$ cat config.mk
export PLATFORM = sky130hd
export DESIGN_NAME = elm_weight_loader
export DESIGN_NICKNAME = d
export VERILOG_FILES = /design/src/rtl/elm_weight_loader.sv
export SDC_FILE = /design/constraint.sdc
export NUM_CORES = 1
export LEC_CHECK = 0
export ABC_AREA = 0
export CORE_ASPECT_RATIO = 1.25
export CORE_MARGIN = 1
export CORE_UTILIZATION = 45
export DETAILED_ROUTE_END_ITERATION = 10
export HOLD_SLACK_MARGIN = 0.08
export PLACE_DENSITY = 0.9
export SLEW_MARGIN = 25
export SYNTH_ARGS = -nofsm -noshare
export SYNTH_HDL_FRONTEND = slang
export SYNTH_SLANG_ARGS = --single-unit
$ cat constraint.sdc
create_clock -name clk -period 4.7 [get_ports clk]
set_input_delay 0.705 -clock clk [delete_from_list [all_inputs] [get_ports clk]]
set_output_delay 0.705 -clock clk [all_outputs]
set_load 0.1 [all_outputs]
$ cat src/rtl/elm_weight_loader.sv
// Streams per-neuron weight and bias words from an upstream valid/ready source
// into registered weight/bias strobes addressed to one ELM layer.
module elm_weight_loader #(
  parameter int dataWidth = 16,
  parameter int numWeight = 128,
  parameter int numNeuron = 32,
  parameter int layerNo   = 1
) (
  input  logic                   clk,
  input  logic                   rst,
  input  logic                   start,
  input  logic                   s_valid,
  output logic                   s_ready,
  input  logic [dataWidth-1:0]   s_data,
  input  logic                   s_last,
  output logic                   weightValid,
  output logic [dataWidth-1:0]   weightValue,
  output logic [numNeuron-1:0]   biasValid,
  output logic [dataWidth-1:0]   biasValue,
  output logic [2*dataWidth:0]   config_layer_num,
  output logic [2*dataWidth:0]   config_neuron_num,
  output logic                   busy,
  output logic                   done,
  output logic                   err
);

  localparam int unsigned WW = (numWeight > 1) ? $clog2(numWeight) : 1;
  localparam int unsigned NN = (numNeuron > 1) ? $clog2(numNeuron) : 1;
  localparam int unsigned CW = 2 * dataWidth + 1;
  localparam logic [WW-1:0] LAST_W = WW'(numWeight - 1);
  localparam logic [NN-1:0] LAST_N = NN'(numNeuron - 1);

  typedef enum logic [1:0] {IDLE, WEIGHT, BIAS, FINISH} state_t;

  state_t               r_state;
  state_t               w_next;
  logic [WW-1:0]        r_wcnt;
  logic [NN-1:0]        r_ncnt;
  logic                 w_accept;
  logic                 w_final;
  logic                 w_start;
  logic [numNeuron-1:0] w_bias_onehot;

  assign s_ready = (r_state == WEIGHT) || (r_state == BIAS);

  always_comb begin
    w_accept = s_valid && s_ready;
    w_final  = (r_state == BIAS) && (r_ncnt == LAST_N);
    // done is high only in the IDLE cycle right after FINISH; a start there is dropped
    w_start  = (r_state == IDLE) && start && !done;
    w_next   = r_state;
    case (r_state)
      IDLE:    if (w_start) w_next = WEIGHT;
      WEIGHT: begin
        if (w_accept) begin
          if (s_last)                 w_next = FINISH;
          else if (r_wcnt == LAST_W)  w_next = BIAS;
        end
      end
      BIAS: begin
        if (w_accept) begin
          if (w_final || s_last) w_next = FINISH;
          else                   w_next = WEIGHT;
        end
      end
      FINISH:  w_next = IDLE;
      default: w_next = IDLE;
    endcase
  end

  always_comb begin
    w_bias_onehot = '0;
    for (int unsigned n = 0; n < numNeuron; n++) begin
      if (r_ncnt == NN'(n)) w_bias_onehot[n] = 1'b1;
    end
  end

  always_ff @(posedge clk or negedge rst) begin
    if (!rst) r_state <= IDLE;
    else      r_state <= w_next;
  end

  always_ff @(posedge clk or negedge rst) begin
    if (!rst) begin
      r_wcnt <= '0;
      r_ncnt <= '0;
    end else if (w_start) begin
      r_wcnt <= '0;
      r_ncnt <= '0;
    end else if (w_accept && (r_state == WEIGHT)) begin
      r_wcnt <= (r_wcnt == LAST_W) ? '0 : r_wcnt + 1'b1;
    end else if (w_accept && (r_state == BIAS)) begin
      r_ncnt <= w_final ? '0 : r_ncnt + 1'b1;
    end
  end

  always_ff @(posedge clk or negedge rst) begin
    if (!rst) begin
      weightValid       <= 1'b0;
      weightValue       <= '0;
      biasValid         <= '0;
      biasValue         <= '0;
      config_layer_num  <= '0;
      config_neuron_num <= '0;
      busy              <= 1'b0;
      done              <= 1'b0;
      err               <= 1'b0;
    end else begin
      weightValid <= 1'b0;
      biasValid   <= '0;
      done        <= (r_state == FINISH);
      if (w_start)                  busy <= 1'b1;
      else if (r_state == FINISH)   busy <= 1'b0;
      if (w_start)                                  err <= 1'b0;
      else if (w_accept && (s_last != w_final))     err <= 1'b1;
      if (w_accept) begin
        config_layer_num  <= CW'(layerNo);
        config_neuron_num <= CW'(r_ncnt);
        if (r_state == WEIGHT) begin
          weightValid <= 1'b1;
          weightValue <= s_data;
        end else begin
          biasValid <= w_bias_onehot;
          biasValue <= s_data;
        end
      end
    end
  end

endmodule
---- Word level (Yosys, flattened, before mapping) ----
Index checks and enable logic that the tools add are counted.
word-level totals
  output and inout bits ................... 135
  memories kept ........................... 0
  logic and storage cells ................. 130
  RAM bits ................................ 0
  bits of input ports ..................... 21
  ROM bits ................................ 0
  bits in latches ......................... 0
  bits in registers ....................... 88
cells by class
  mux-type cells .......................... 54
  magnitude comparators ................... 0
  div/mod/pow operators ................... 0
  $mul .................................... 0
  shift-type cells ........................ 0
  reduce and logical (&&, ||, !) cells .... 20
  $add $sub $neg .......................... 2
  bitwise gates (word level) .............. 1
  equal/unequal tests ..................... 41
operators by type and width
  kind                                            number
  == test 5 bit (second input constant)           16
  two-way mux 32 bit                              2
  == test 5 x 4 -> 1 bit (second input constant)  8
  two-way mux 1 bit                               38
  two-way mux 7 bit                               3
  == test 5 x 3 -> 1 bit (second input constant)  4
  two-way mux 5 bit                               4
  two-way mux 2 bit                               6
  == test 5 x 2 -> 1 bit (second input constant)  2
  != test 2 bit (second input constant)           4
  case mux 2 bit (4 select lines)                 1
  nonzero test 2 bit                              4
  adder 7 x 1 -> 7 bit (second input constant)    1
  == test 7 bit (second input constant)           1
  logical AND 1 bit                               7
  AND reduction 2 bit                             3
  adder 5 x 1 -> 5 bit (second input constant)    1
  == test 5 x 1 -> 1 bit (second input constant)  1
  logical NOT 5 bit                               1
  == test 2 bit (second input constant)           2
  AND reduction 4 bit                             1
  != test 3 x 2 -> 1 bit (second input constant)  1
  == test 2 x 1 -> 1 bit (second input constant)  1
  logical NOT 2 bit                               1
  4 further kinds                                 5

---- Depth between registers and ports, before layout ----
Gate-level depths: netlist of the first run.
  depth after elaboration ................. 7
  mapped depth ............................ 8
  mapped depth without buffers ............ 8

---- Worst setup path after synthesis of the first run ----
OpenSTA, ideal clock, no wires.
  kind .................................... flip-flop to flip-flop
  start point ............................. reg r_state[1]
  end point ............................... reg r_wcnt[0]
  period minus slack after synthesis ...... 2389 ps
  setup time .............................. 73 ps
  cell stages (with the launch flop) ...... 7
  data arrival time ....................... 2316 ps
  buffers on the path ..................... 1
  path slack .............................. 2311 ps
  required time ........................... 4627 ps
  cell sequence ........................... dfrtp_1 inv_1 ha_1 nand3_1 buf_2 or3_1 a21oi_2
between the ends
  longest elaborated chain between the ends .. 5
  elaborated cells on any way between the ends .. 10
  those cells by class .................... 2 x eq/ne; 1 x mux; 7 x reduce/logical
RTL lines
  element                                                  RTL line  source
  start: declaration                                       35        state_t r_state;
  start signal: assignment                                 80        else r_state <= w_next;
  == test 2 x 1 -> 1 bit or == test 2 bit (tied branches)  44        assign s_ready = (r_state == WEIGHT) || (r_state == BIAS);
  logical OR 1 bit (*)                                     44
  named net s_ready                                        13        output logic s_ready,
  logical AND 1 bit (*)                                    47        w_accept = s_valid && s_ready;
  logical AND 1 bit (*)                                    90        end else if (w_accept && (r_state == WEIGHT)) begin
  nonzero test 2 bit (no source line) (*)                  -
  end signal: assignment                                   91        r_wcnt <= (r_wcnt == LAST_W) ? '0 : r_wcnt + 1'b1;
  end: declaration                                         37        logic [WW-1:0] r_wcnt;
Mark *: on every way through the listed nets, which the timed path passes. The rest lies on a longest branch.
A chain may end at the register's enable or synchronous reset.

---- Worst setup path after layout of the first run ----
  start point ............................. reg r_state[1]
  end point ............................... out s_ready
between the ends
  longest elaborated chain between the ends .. 2
  elaborated cells on any way between the ends .. 3
  those cells by class .................... 2 x eq/ne; 1 x reduce/logical
RTL lines
  element                                                  RTL line
  == test 2 x 1 -> 1 bit or == test 2 bit (tied branches)  44
  logical OR 1 bit (*)                                     44
  end: declaration                                         13
Mark *: on every way between the ends. The rest lies on a longest branch, timed or not.

==> flow_summary.yaml, run 1 <==
status:
  run_status: "finished, final reports clean"
critical_path:
  cp-start-kind: "flop"
  crit_buf_inv: 2
  cp_cell_sequence: "inv_1 -> ha_1 -> clkdlybuf4s50_1"
  r2r_start: "r_state[1]"
  cp_max_fo: 7
  end_kind: "output port"
  crit_arrival_ns: 2.54
  crit_family: "buffers and inverters"
  crit_slowest_cell: "clkdlybuf4s50_1"
  slowest_delay_ns: 1.18
  cp-startpoint: "r_state[1]"
  required_ns: 3.99
  worstSetupPathType: "reg2out"
logic_synthesis:
  synthFlopType: "dfrtp_1"
  yosys.area.top_type: "dfrtp_1"
  synth.distinct_cells: 45
  syn_area_um2: 4000
  synth.area.top_cells: "dfrtp_1 (55%), buf_4 (11%), nand2_1 (11%)"
  netlist_instances: 404
  ys_top_cells_by_count: "nand2_1 (113), dfrtp_1 (88), buf_4 (61)"
  synth_top_area_frac: 0.550
  yosys_warnings: 0
  ys_seq_elements: 88
  yosys.cell_count.top_type: "nand2_1"
  ys_seq_area_frac: 0.550
  avgSynthCellArea_um2: 9.90
  synth_enable_flop_cells: 0
  ys_async_sr_fraction: 1.00
die:
  die_w_um: 86.3
  die_y_um: 107
  start_util: 0.462
  coreArea_um2: 8650
  ios: 156
  rows: 38
  die-area_um2: 9280
routing:
  drc: 0
  detail_route.wirelength_um: 8110
  firstDrtPassIters: 4
  postRouteAntennaNets: 0
  num_vias: 2875
  wl_per_cell_um: 13.0
  dr.first_iter.drc_count: 124
  viasPerCell: 4.61
clock_tree:
  clk_path_buf_depth: 2
  postCtsSetupBuffers: 0
  htreeDepth: 3
  cts_tree: "built"
  cts_root_buf: "clkbuf_8"
  hold_buffers: 0
  cts.clk_slew.worst_paths_ns: 0.08
  insertion_delay_ns: 0.36
  ctsResizeCount: 0
  cts_sinks: 88
  numCtsBuffers: 9
timing:
  rsz0062_at_grt: "no"
  finalHoldViolations: 0
  fin_tns_setup_ns: 0
  drv_slew: 0
  clock_skew_ns: 0.00924
  setup_violations: 0
  slew_headroom: 0.329
  setup_slack_ns: 1.46
  worst_slew_pin_slew_ns: 1.00
  max_clock_freq_ghz: 0.308
  fin_crit_sh: 0.690
  period_needed_ns: 3.24
global_routing:
  antenna_found_initial: 0
  overflow: 0
  grt_max_degree: 89
  grt_usage: 0.184
  grt_pass1_vias: 2753
  grt_first_pass_wirelength_um: 13000
cells_and_area:
  fin_nets: 533
  area_growth_pct: 25.8
  drive_gt1_frac: 0.0536
  fin_area_um2: 5030
  final_util: 0.582
  fill_cells: 710
  antenna_cells: 0
run:
  drv_cap: 0
place:
  place_area_um2: 4830
  place_congestion: 0.771
  dpl.hpwl_um: 5910
  io_buffers: 95
  dpl_worst_slack_ns: 1.79
hold_path:
  hold_class: "in2async"
-- cells by family after synthesis --
family | after synthesis | synth area share
DFF | 88 | 0.550
other | 1 | 0.000937
AOI/OAI and AO/OA | 25 | 0.0419
xor gates and xnor gates | 2 | 0.00438
buffers and inverters | 83 | 0.137
and+or+nand+nor | 187 | 0.212
adders and majority gates | 13 | 0.0407
muxes | 5 | 0.0134
-- routing by layer --
layer / wire, um / GRT usage
met5: 0 / 0
met4: 165 / 0.0845
met3: 545 / 0.0491
met2: 4270 / 0.318
met1: 3120 / 0.212
-- layout by cell type, fill, tap and decap left out, types with 2 or more instances in the layout --
cell / netlist / final
nand2b_1: 6 / 6
nor3_1: 6 / 6
dfrtp_1: 88 / 88
clkbuf_8: 0 / 11
inv_1: 10 / 10
o21ai_0: 7 / 7
a21oi_1: 7 / 7
or3_1: 3 / 3
nand3_1: 7 / 7
mux2i_1: 2 / 2
xor2_1: 2 / 2
and2_1: 13 / 13
conb_1: 1 / 60
nand3b_1: 2 / 2
a21oi_2: 2 / 2
nor2_1: 22 / 22
mux2_2: 2 / 2
ha_1: 13 / 13
clkbuf_1: 5 / 3
nor4_1: 3 / 3
clkdlybuf4s50_1: 0 / 94
nand4_1: 2 / 2
buf_4: 61 / 2
nand2_1: 113 / 113
-- sequential cells by signal (all words and copies together) (netlist names) --
| register | flops |
|---|---|
| biasValid | 32 |
| biasValue | 16 |
| busy | 1 |
| config_layer_num | 1 |
| config_neuron_num | 5 |
| done | 1 |
| err | 1 |
| r_ncnt | 5 |
| r_state | 2 |
| r_wcnt | 7 |
| weightValid | 1 |
| weightValue | 16 |
-- through the flow --
stage | hold slack (ns) | cells
6_report | 0.386 | 624
5_1_grt | 0.460 | 624
4_1_cts | 0.478 | 624
3_5_place_dp | 0.456 | 608
3_3_place_gp | 0.452 | 608
2_1_floorplan | 0.409 | 463
-- area by class of cell --
class	count	area [um2]	share of cell area
flip-flops and latches	88	2200	0.437
clock inverters	2	37.5	0.00746
repair buffers	97	967	0.192
multi-input cells	292	1470	0.293
clock buffers	14	163	0.0323
well taps	120	150	0.0298
inverters	11	41.3	0.00820
-- path summary, 6_finish.rpt --
kind                                   endpoint  slack (ns)  cells after the start
max reg2reg                        biasValid[1]        2.10                      5
max                                     s_ready        1.46                      3
min                        config_neuron_num[3]        0.39                      1
min reg2reg                 config_layer_num[0]        0.48                      1
min in group clk            config_layer_num[0]        0.48                      1
max in group asynchronous           weightValid        3.78                      1
Power of run 1 is not shown: default switching activity piles up to over one toggle a cycle in this logic, so the estimate is an artifact.
==> run 2: changes to the inputs <==
CORE_UTILIZATION = 40   (was 45)
PLACE_DENSITY = 0.85   (was 0.9)
clock period = 2.6 ns   (was 4.7 ns; I/O delays follow)
==> flow_summary.yaml, run 2 (synthesis gave the netlist of run 1 again) <==
status:
  run_status: "finished, final reports clean"
cells_and_area:
  top_regs: "biasValid: 32 flops, biasValue: 16 flops, weightValue: 16 flops"
  fin_nets: 537
  final_cell_mix: "nand2_1 (113), dfrtp_1 (88), buf_4 (81)"
  drive_gt1_frac: 0.215
  largest_reg_flops: 32
  multi_input_area_um2: 1470
  final_common_cell: "nand2_1"
  area_growth_pct: 25.1
  regArea_um2: 2200
  fill_cells: 851
  fin_area_um2: 5000
  final_util: 0.518
  antenna_cells: 0
  regMostFlops: "biasValid"
clock_tree:
  htreeDepth: 3
  numCtsBuffers: 9
  cts_tree: "built"
  cts.clk_slew.worst_paths_ns: 0.06
  insertion_delay_ns: 0.33
  cts_sinks: 88
  postCtsSetupBuffers: 0
  clk_path_buf_depth: 2
  ctsResizeCount: 0
  cts_root_buf: "clkbuf_16"
  hold_buffers: 0
die:
  start_util: 0.414
  coreArea_um2: 9660
  die_w_um: 91.5
  rows: 40
  die-area_um2: 10400
  die_y_um: 114
  ios: 156
global_routing:
  grt_first_pass_wirelength_um: 12300
  grt_max_degree: 57
  grt_pass1_vias: 2599
  overflow: 0
  antenna_found_initial: 0
  grt_usage: 0.151
routing:
  met1Wirelength_um: 3310
  postRouteAntennaNets: 0
  dr.first_iter.drc_count: 158
  maxUsedRoutingLayer: "met4"
  drc: 0
  wl_per_cell_um: 12.1
  num_vias: 2866
  wl_met2_um: 3780
  wl_met3_um: 515
  firstDrtPassIters: 4
  viasPerCell: 4.52
  detail_route.wirelength_um: 7700
critical_path:
  crit_slowest_cell: "dfrtp_1"
  crit_arrival_ns: 1.67
  cp-startpoint: "r_state[1]"
  slowest_delay_ns: 0.45
  end_kind: "output port"
  cp-start-kind: "flop"
  required_ns: 2.21
  cp_max_fo: 7
  cp_cell_sequence: "inv_1 -> ha_1 -> buf_4"
  worstSetupPathDepth: 3
  r2r_start: "r_state[1]"
  crit_buf_inv: 2
  reg2reg_depth: 7
  crit_family: "flip-flops"
  worstSetupPathType: "reg2out"
timing:
  clock_skew_ns: 0.00346
  rsz0062_at_grt: "no"
  max_clock_freq_ghz: 0.485
  setup_violations: 0
  finalHoldViolations: 0
  fin_tns_setup_ns: 0
  drv_slew: 0
  slew_headroom: 0.534
  worst_slew_pin_slew_ns: 0.699
  period_needed_ns: 2.06
  fin_crit_sh: 0.792
place:
  place_area_um2: 4690
  place_congestion: 0.763
  dpl.hpwl_um: 5680
  io_buffers: 95
hold_path:
  hold_class: "in2async"
run:
  drv_cap: 0
run 2: cell types whose count changed in the layout (fill, tap and decap cells not counted), sizes merged:
cell	change
clkinvlp	-1
clkinv	+1
clkdlybuf4s50	-75
buf	+79
clkbuf	-4
inv	+4
run 2: path summary, 6_finish.rpt:
path / to / slack (ns)
min: biasValid[3] / 0.12
min in group clk: config_layer_num[0] / 0.47
min reg2reg: config_layer_num[0] / 0.47
max in group asynchronous: biasValue[2] / 1.87
max: s_ready / 0.54
max reg2reg: r_wcnt[6] / 0.60
run 2: per-stage QoR:
step | instances | hold slack [ns] | worst slack, ns
6_report | 634 | 0.116 | 0.540
5_1_grt | 634 | 0.158 | 0.431
4_1_cts | 634 | 0.127 | 0.532
3_5_place_dp | 618 | 0.464 | 0.535
3_3_place_gp | 618 | 0.457 | 0.572
2_1_floorplan | 463 | 0.0944 | 0.211
run 2: cell type report:
type                       instances  share of cell area
sequential                        88               0.440
clock inverter                     6              0.0145
timing repair buffer             101               0.164
tap                              126              0.0315
multi-input combinational        292               0.294
inverter                          11             0.00825
clock buffer                      10              0.0477
run 2: per-layer routing:
| metal | vias to the layer above | GRT usage |
|---|---|---|
| met1 | 1363 | 0.189 |
| met3 | 9 | 0.0367 |
| met5 | - | 0 |
| met2 | 122 | 0.250 |
| met4 | 0 | 0.0603 |
| li1 | 1372 | - |
Power of run 2 is left out for the same reason.
==> run 3: changes to the inputs <==
clock period = 1.8 ns   (was 2.6 ns; I/O delays follow)
==> flow_summary.yaml, run 3 (synthesis gave the netlist of run 1 again) <==
cells_and_area:
  regMostFlops: "biasValid"
  fill_cells: 833
  area_growth_pct: 33.6
  final_cell_mix: "nand2_1 (111), dfrtp_1 (88), buf_4 (87)"
  top_regs: "biasValid: 32 flops, biasValue: 16 flops, weightValue: 16 flops"
  regArea_um2: 2200
  multi_input_area_um2: 1530
  instances_no_fill: 654
  fin_nets: 557
  antenna_cells: 0
  largest_reg_flops: 32
  final_common_cell: "nand2_1"
  drive_gt1_frac: 0.265
timing:
  fin_crit_sh: 0.965
  slew_headroom: 0.652
  clock_skew_ns: 0.00616
  period_needed_ns: 1.74
  rsz0062_at_grt: "yes"
  worst_slew_pin_slew_ns: 0.522
  finalHoldViolations: 0
  drv_slew: 0
  setup_violations: 0
  max_clock_freq_ghz: 0.576
routing:
  wl_per_cell_um: 12.8
  detail_route.wirelength_um: 8400
  num_vias: 3025
  drc: 0
  viasPerCell: 4.63
  firstDrtPassIters: 4
  postRouteAntennaNets: 0
  dr.first_iter.drc_count: 120
global_routing:
  top_usage_layer: "met2"
  grt_max_degree: 42
  grtUsageMet3: 0.0433
  grt_usage: 0.167
  met2_usage: 0.289
  overflow: 0
  grt_first_pass_wirelength_um: 13800
  met1_usage: 0.203
  antenna_found_initial: 0
  grt_pass1_vias: 2876
place:
  dpl.hpwl_um: 6080
  io_buffers: 95
  place_inst: 632
  place_congestion: 0.746
critical_path:
  cp_cell_sequence: "ha_1 -> nand3b_1 -> buf_6 -> nor4_1"
  cp-start-kind: "flop"
  reg2reg_depth: 4
  r2r_slack_ns: 0.06
  reg2reg_to: "biasValid[11]"
  slowest_delay_ns: 0.43
  cp-endpoint: "biasValid[11]"
  crit_buf_inv: 1
  required_ns: 2.01
  cp-startpoint: "r_state[0]"
  cp_max_fo: 6
  crit_arrival_ns: 1.95
  worstSetupPathType: "reg2reg"
  r2r_start: "r_state[0]"
  crit_slowest_cell: "dfrtp_1"
  end_kind: "flop"
  worstSetupPathDepth: 4
  crit_family: "simple AND/OR/NAND/NOR gates"
die:
  die-area_um2: 10400
  coreArea_um2: 9660
  die_y_um: 114
  die_w_um: 91.5
  rows: 40
  start_util: 0.414
  ios: 156
clock_tree:
  cts_root_buf: "clkbuf_16"
  clk_path_buf_depth: 2
  cts_tree: "built"
  numCtsBuffers: 9
  cts_sinks: 88
  cts.clk_slew.worst_paths_ns: 0.06
  htreeDepth: 3
  insertion_delay_ns: 0.33
status:
  run_status: "finished, final reports clean"
hold_path:
  hold_class: "in2async"
run:
  drv_cap: 0
-- run 3: what timing repair did --
| action | 4_1_cts | 5_1_grt |
|---|---|---|
| hold endpoints to repair | 38 | 0 |
| pin swaps | 0 | 2 |
| gates resized for setup | 1 | 11 |
| setup endpoints to repair | 2 | 18 |
| hold buffers | 1 | 0 |
| setup buffers | 0 | 5 |
-- run 3: worst min-delay path by stage --
| stage | cells past startpoint | from | endpoint |
|---|---|---|---|
| 6_report | 2 | rst | biasValid[22] |
| 5_1_grt | 3 | s_data[2] | weightValue[2] |
| 4_1_cts | 2 | biasValue[0] | biasValue[0] |
| 3_5_place_dp | 1 | rst | biasValid[22] |
| 3_3_place_gp | 1 | rst | biasValid[24] |
| 2_1_floorplan | 0 | rst | biasValid[0] |
-- run 3: routing by layer --
metal,share of wire,vias to the layer above
li1,-,1406
met1,0.40,1477
met2,0.51,128
met3,0.068,14
met4,0.014,0
met5,0,-
-- run 3: layout make-up --
class                           count  area share
Inverter                           11     0.00866
Clock inverter                      4     0.00538
Timing Repair Buffer              121       0.210
Tap cell                          126      0.0295
Clock buffer                       12      0.0480
Sequential cell                    88       0.412
Multi-Input combinational cell    292       0.286
-- run 3: per-stage QoR --
stage,instance area [um2],hold WS [ns],worst slack (ns),TNS [ns],util
after floorplan,4240,-0.0256,-0.0375,-0.0631,-
after global placement,4960,0.280,0.00857,0,0.513
after global routing,5350,0.492,-0.0259,-0.0595,0.553
after detailed placement,4960,0.282,-0.0202,-0.0302,0.513
after CTS,5250,0.479,0.0266,0,0.544
final,5350,0.472,0.0629,0,0.553
Power of run 3 is left out for the same reason.
==> RTL change: new RTL, config.mk and constraints of run 2 <==
`numWeight`: 128 -> 64.
--- a/src/rtl/elm_weight_loader.sv
+++ b/src/rtl/elm_weight_loader.sv
@@ -2,7 +2,7 @@
 // into registered weight/bias strobes addressed to one ELM layer.
 module elm_weight_loader #(
   parameter int dataWidth = 16,
-  parameter int numWeight = 128,
+  parameter int numWeight = 64,
   parameter int numNeuron = 32,
   parameter int layerNo   = 1
 ) (
Formal check against the unedited RTL: no difference found for any inputs over 10 cycles, from zero or initial values and one cycle with rst low; that may be too few to reach the edited logic, so the function may still have changed.
==> RTL change against run 2 <==
Critical path depth grew 6; utilization grew 0.39 points; routed wire length shrank 1.6%; worst setup slack lost 110 ps; area after synthesis shrank 0.53%; clock skew grew 0.88 ps; final area grew 0.75%; sequential cell count shrank 1; via count shrank 6.6%; global-route usage grew 0.50 points; first-iteration DRC count shrank 35%; register-to-register slack lost 170 ps; largest cell class unchanged; highest routed layer unchanged.
Power is left out: the tool's default activity adds up to more than one toggle a clock period on the data nets, which glitch-free logic cannot reach.
==> RTL change: results (changes against run 2) <==
synthesis:
  synth.lib_cells_used.distinct: 41  # -8.9%
  synth-compound-area-share_pct: 3.710  # -0.48 points
  synthXorXnorAreaFrac_pct: 0.4401  # +0.0023 points
  netlist_top_cells_area: "dfrtp_1 (55%), buf_4 (12%), nand2_1 (6.4%), mux2_2 (4.8%), ha_1 (4.1%)"
  synth_adder_area_share_pct: 4.087  # +0.022 points
  synth.cells.most_frequent: "dfrtp_1 (87), nand2_1 (68), buf_4 (62), nor2_1 (22), mux2_2 (17)"
  yosysSeqAreaShare_pct: 54.70  # -0.33 points
  postSynthCellCount: 367  # -9.2%
  fraction_of_synthesized_area_in_multiplexers_pct: 5.627  # +4.3 points
min_path:
  worst_hold_path_type: "flop to flop"
placement:
  dp_hpwl_um: 5712  # +0.63%
  numPlacedInstances: 584  # -5.5%
  place_worst_setup_slack_ps: 437.4  # -97.78 ps
  globalplace.congestion: 0.8292  # +8.7%
  placed_area_um2: 4686  # -0.16%
grt:
  antenna_found_initial: 0  # unchanged
  grt_pass1_wl_um: 12420  # +1.4%
  grt_util_all_layers_pct: 15.56  # +0.50 points
  vias_in_the_first_global_route: 2504  # -3.7%
finish:
  fin_area_um2: 5042  # +0.75%
  non_filler_instance_count_after_layout: 601  # -5.2%
  final_net_count: 504  # -6.1%
  filler_cell_count: 853  # +0.24%
  share_of_post_route_cells_with_drive_strength_above_1_pct: 26.11  # +4.6 points
  reg.largest.list: "biasValid (32), biasValue (16), weightValue (16)"
setup_path:
  ff2ff_path_depth: 9  # +2
  timing.critical_path.arrival_ps: 2380  # +710 ps
  worstReg2RegEnd: "r_state[1]$_DFFE_PN0P_"
  worst_path_largest_cell_delay_ps: 420  # -30 ps
  timing.critical_path.max_delay_family: "adder cells"
  startpoint_of_the_most_critical_register_to_register_path: "r_ncnt[0]$_DFFE_PN0P_"
clock_tree:
  tritoncts.num_buffers: 9  # unchanged
detailed_routing:
  avgViaCountPerCell: 4.453  # -1.5%
  initialDrtViolationCount: 102  # -35%
  detail_route.wl_per_cell_um: 12.62  # +3.8%
sta:
  clock-skew-final_ps: 4.333  # +0.8766 ps
run_status:
  status: "completed"
RTL change: cell count changes in the layout (fill, tap and decap cells not counted), moves of 4 or more:
cell	before	now
nand3_1	7	3
nand2_1	113	68
nor3_1	6	1
mux2_2	2	17
nor3b_1	1	5
RTL change: timing repair:
item | in CTS | in global routing
endpoints found under the hold margin | 36 | 0
hold buffers | 1 | 0
buffers inserted | 0 | 0
RTL change: worst min-delay path, delay by kind of cell, from the launching register on:
family | cells | cell delay, ps
flops | 1 | 340
simple gates | 2 | 110
RTL change: cell type report:
cell class / instances / share of cell area (%)
Sequential cell: 87 / 43.18
Multi-Input combinational cell: 257 / 29.18
Timing Repair Buffer: 102 / 16.67
Clock buffer: 11 / 4.814
Tap cell: 126 / 3.127
Clock inverter: 5 / 2.060
Inverter: 13 / 0.9677
RTL change: worst max path at each step:
stage,cells after the start,start,slack (ps),end
after floorplan,7,r_state[1]$_DFFE_PN0P_,160,r_state[1]$_DFFE_PN0P_
after global placement,9,r_ncnt[0]$_DFFE_PN0P_,490,r_state[1]$_DFFE_PN0P_
after detailed placement,9,r_ncnt[0]$_DFFE_PN0P_,440,r_state[1]$_DFFE_PN0P_
after CTS,9,r_ncnt[0]$_DFFE_PN0P_,410,r_state[1]$_DFFE_PN0P_
after global routing,9,r_ncnt[0]$_DFFE_PN0P_,260,r_state[1]$_DFFE_PN0P_
final,9,r_ncnt[0]$_DFFE_PN0P_,430,r_state[1]$_DFFE_PN0P_
RTL change: metal layers:
layer / up-vias / global-route usage (%) / share of wire [%]
met5: - / 0 / 0
met2: 125 / 27.17 / 53
met4: 0 / 8.042 / 2.0
met1: 1265 / 18.24 / 39
met3: 14 / 3.000 / 6.1
li1: 1272 / - / -
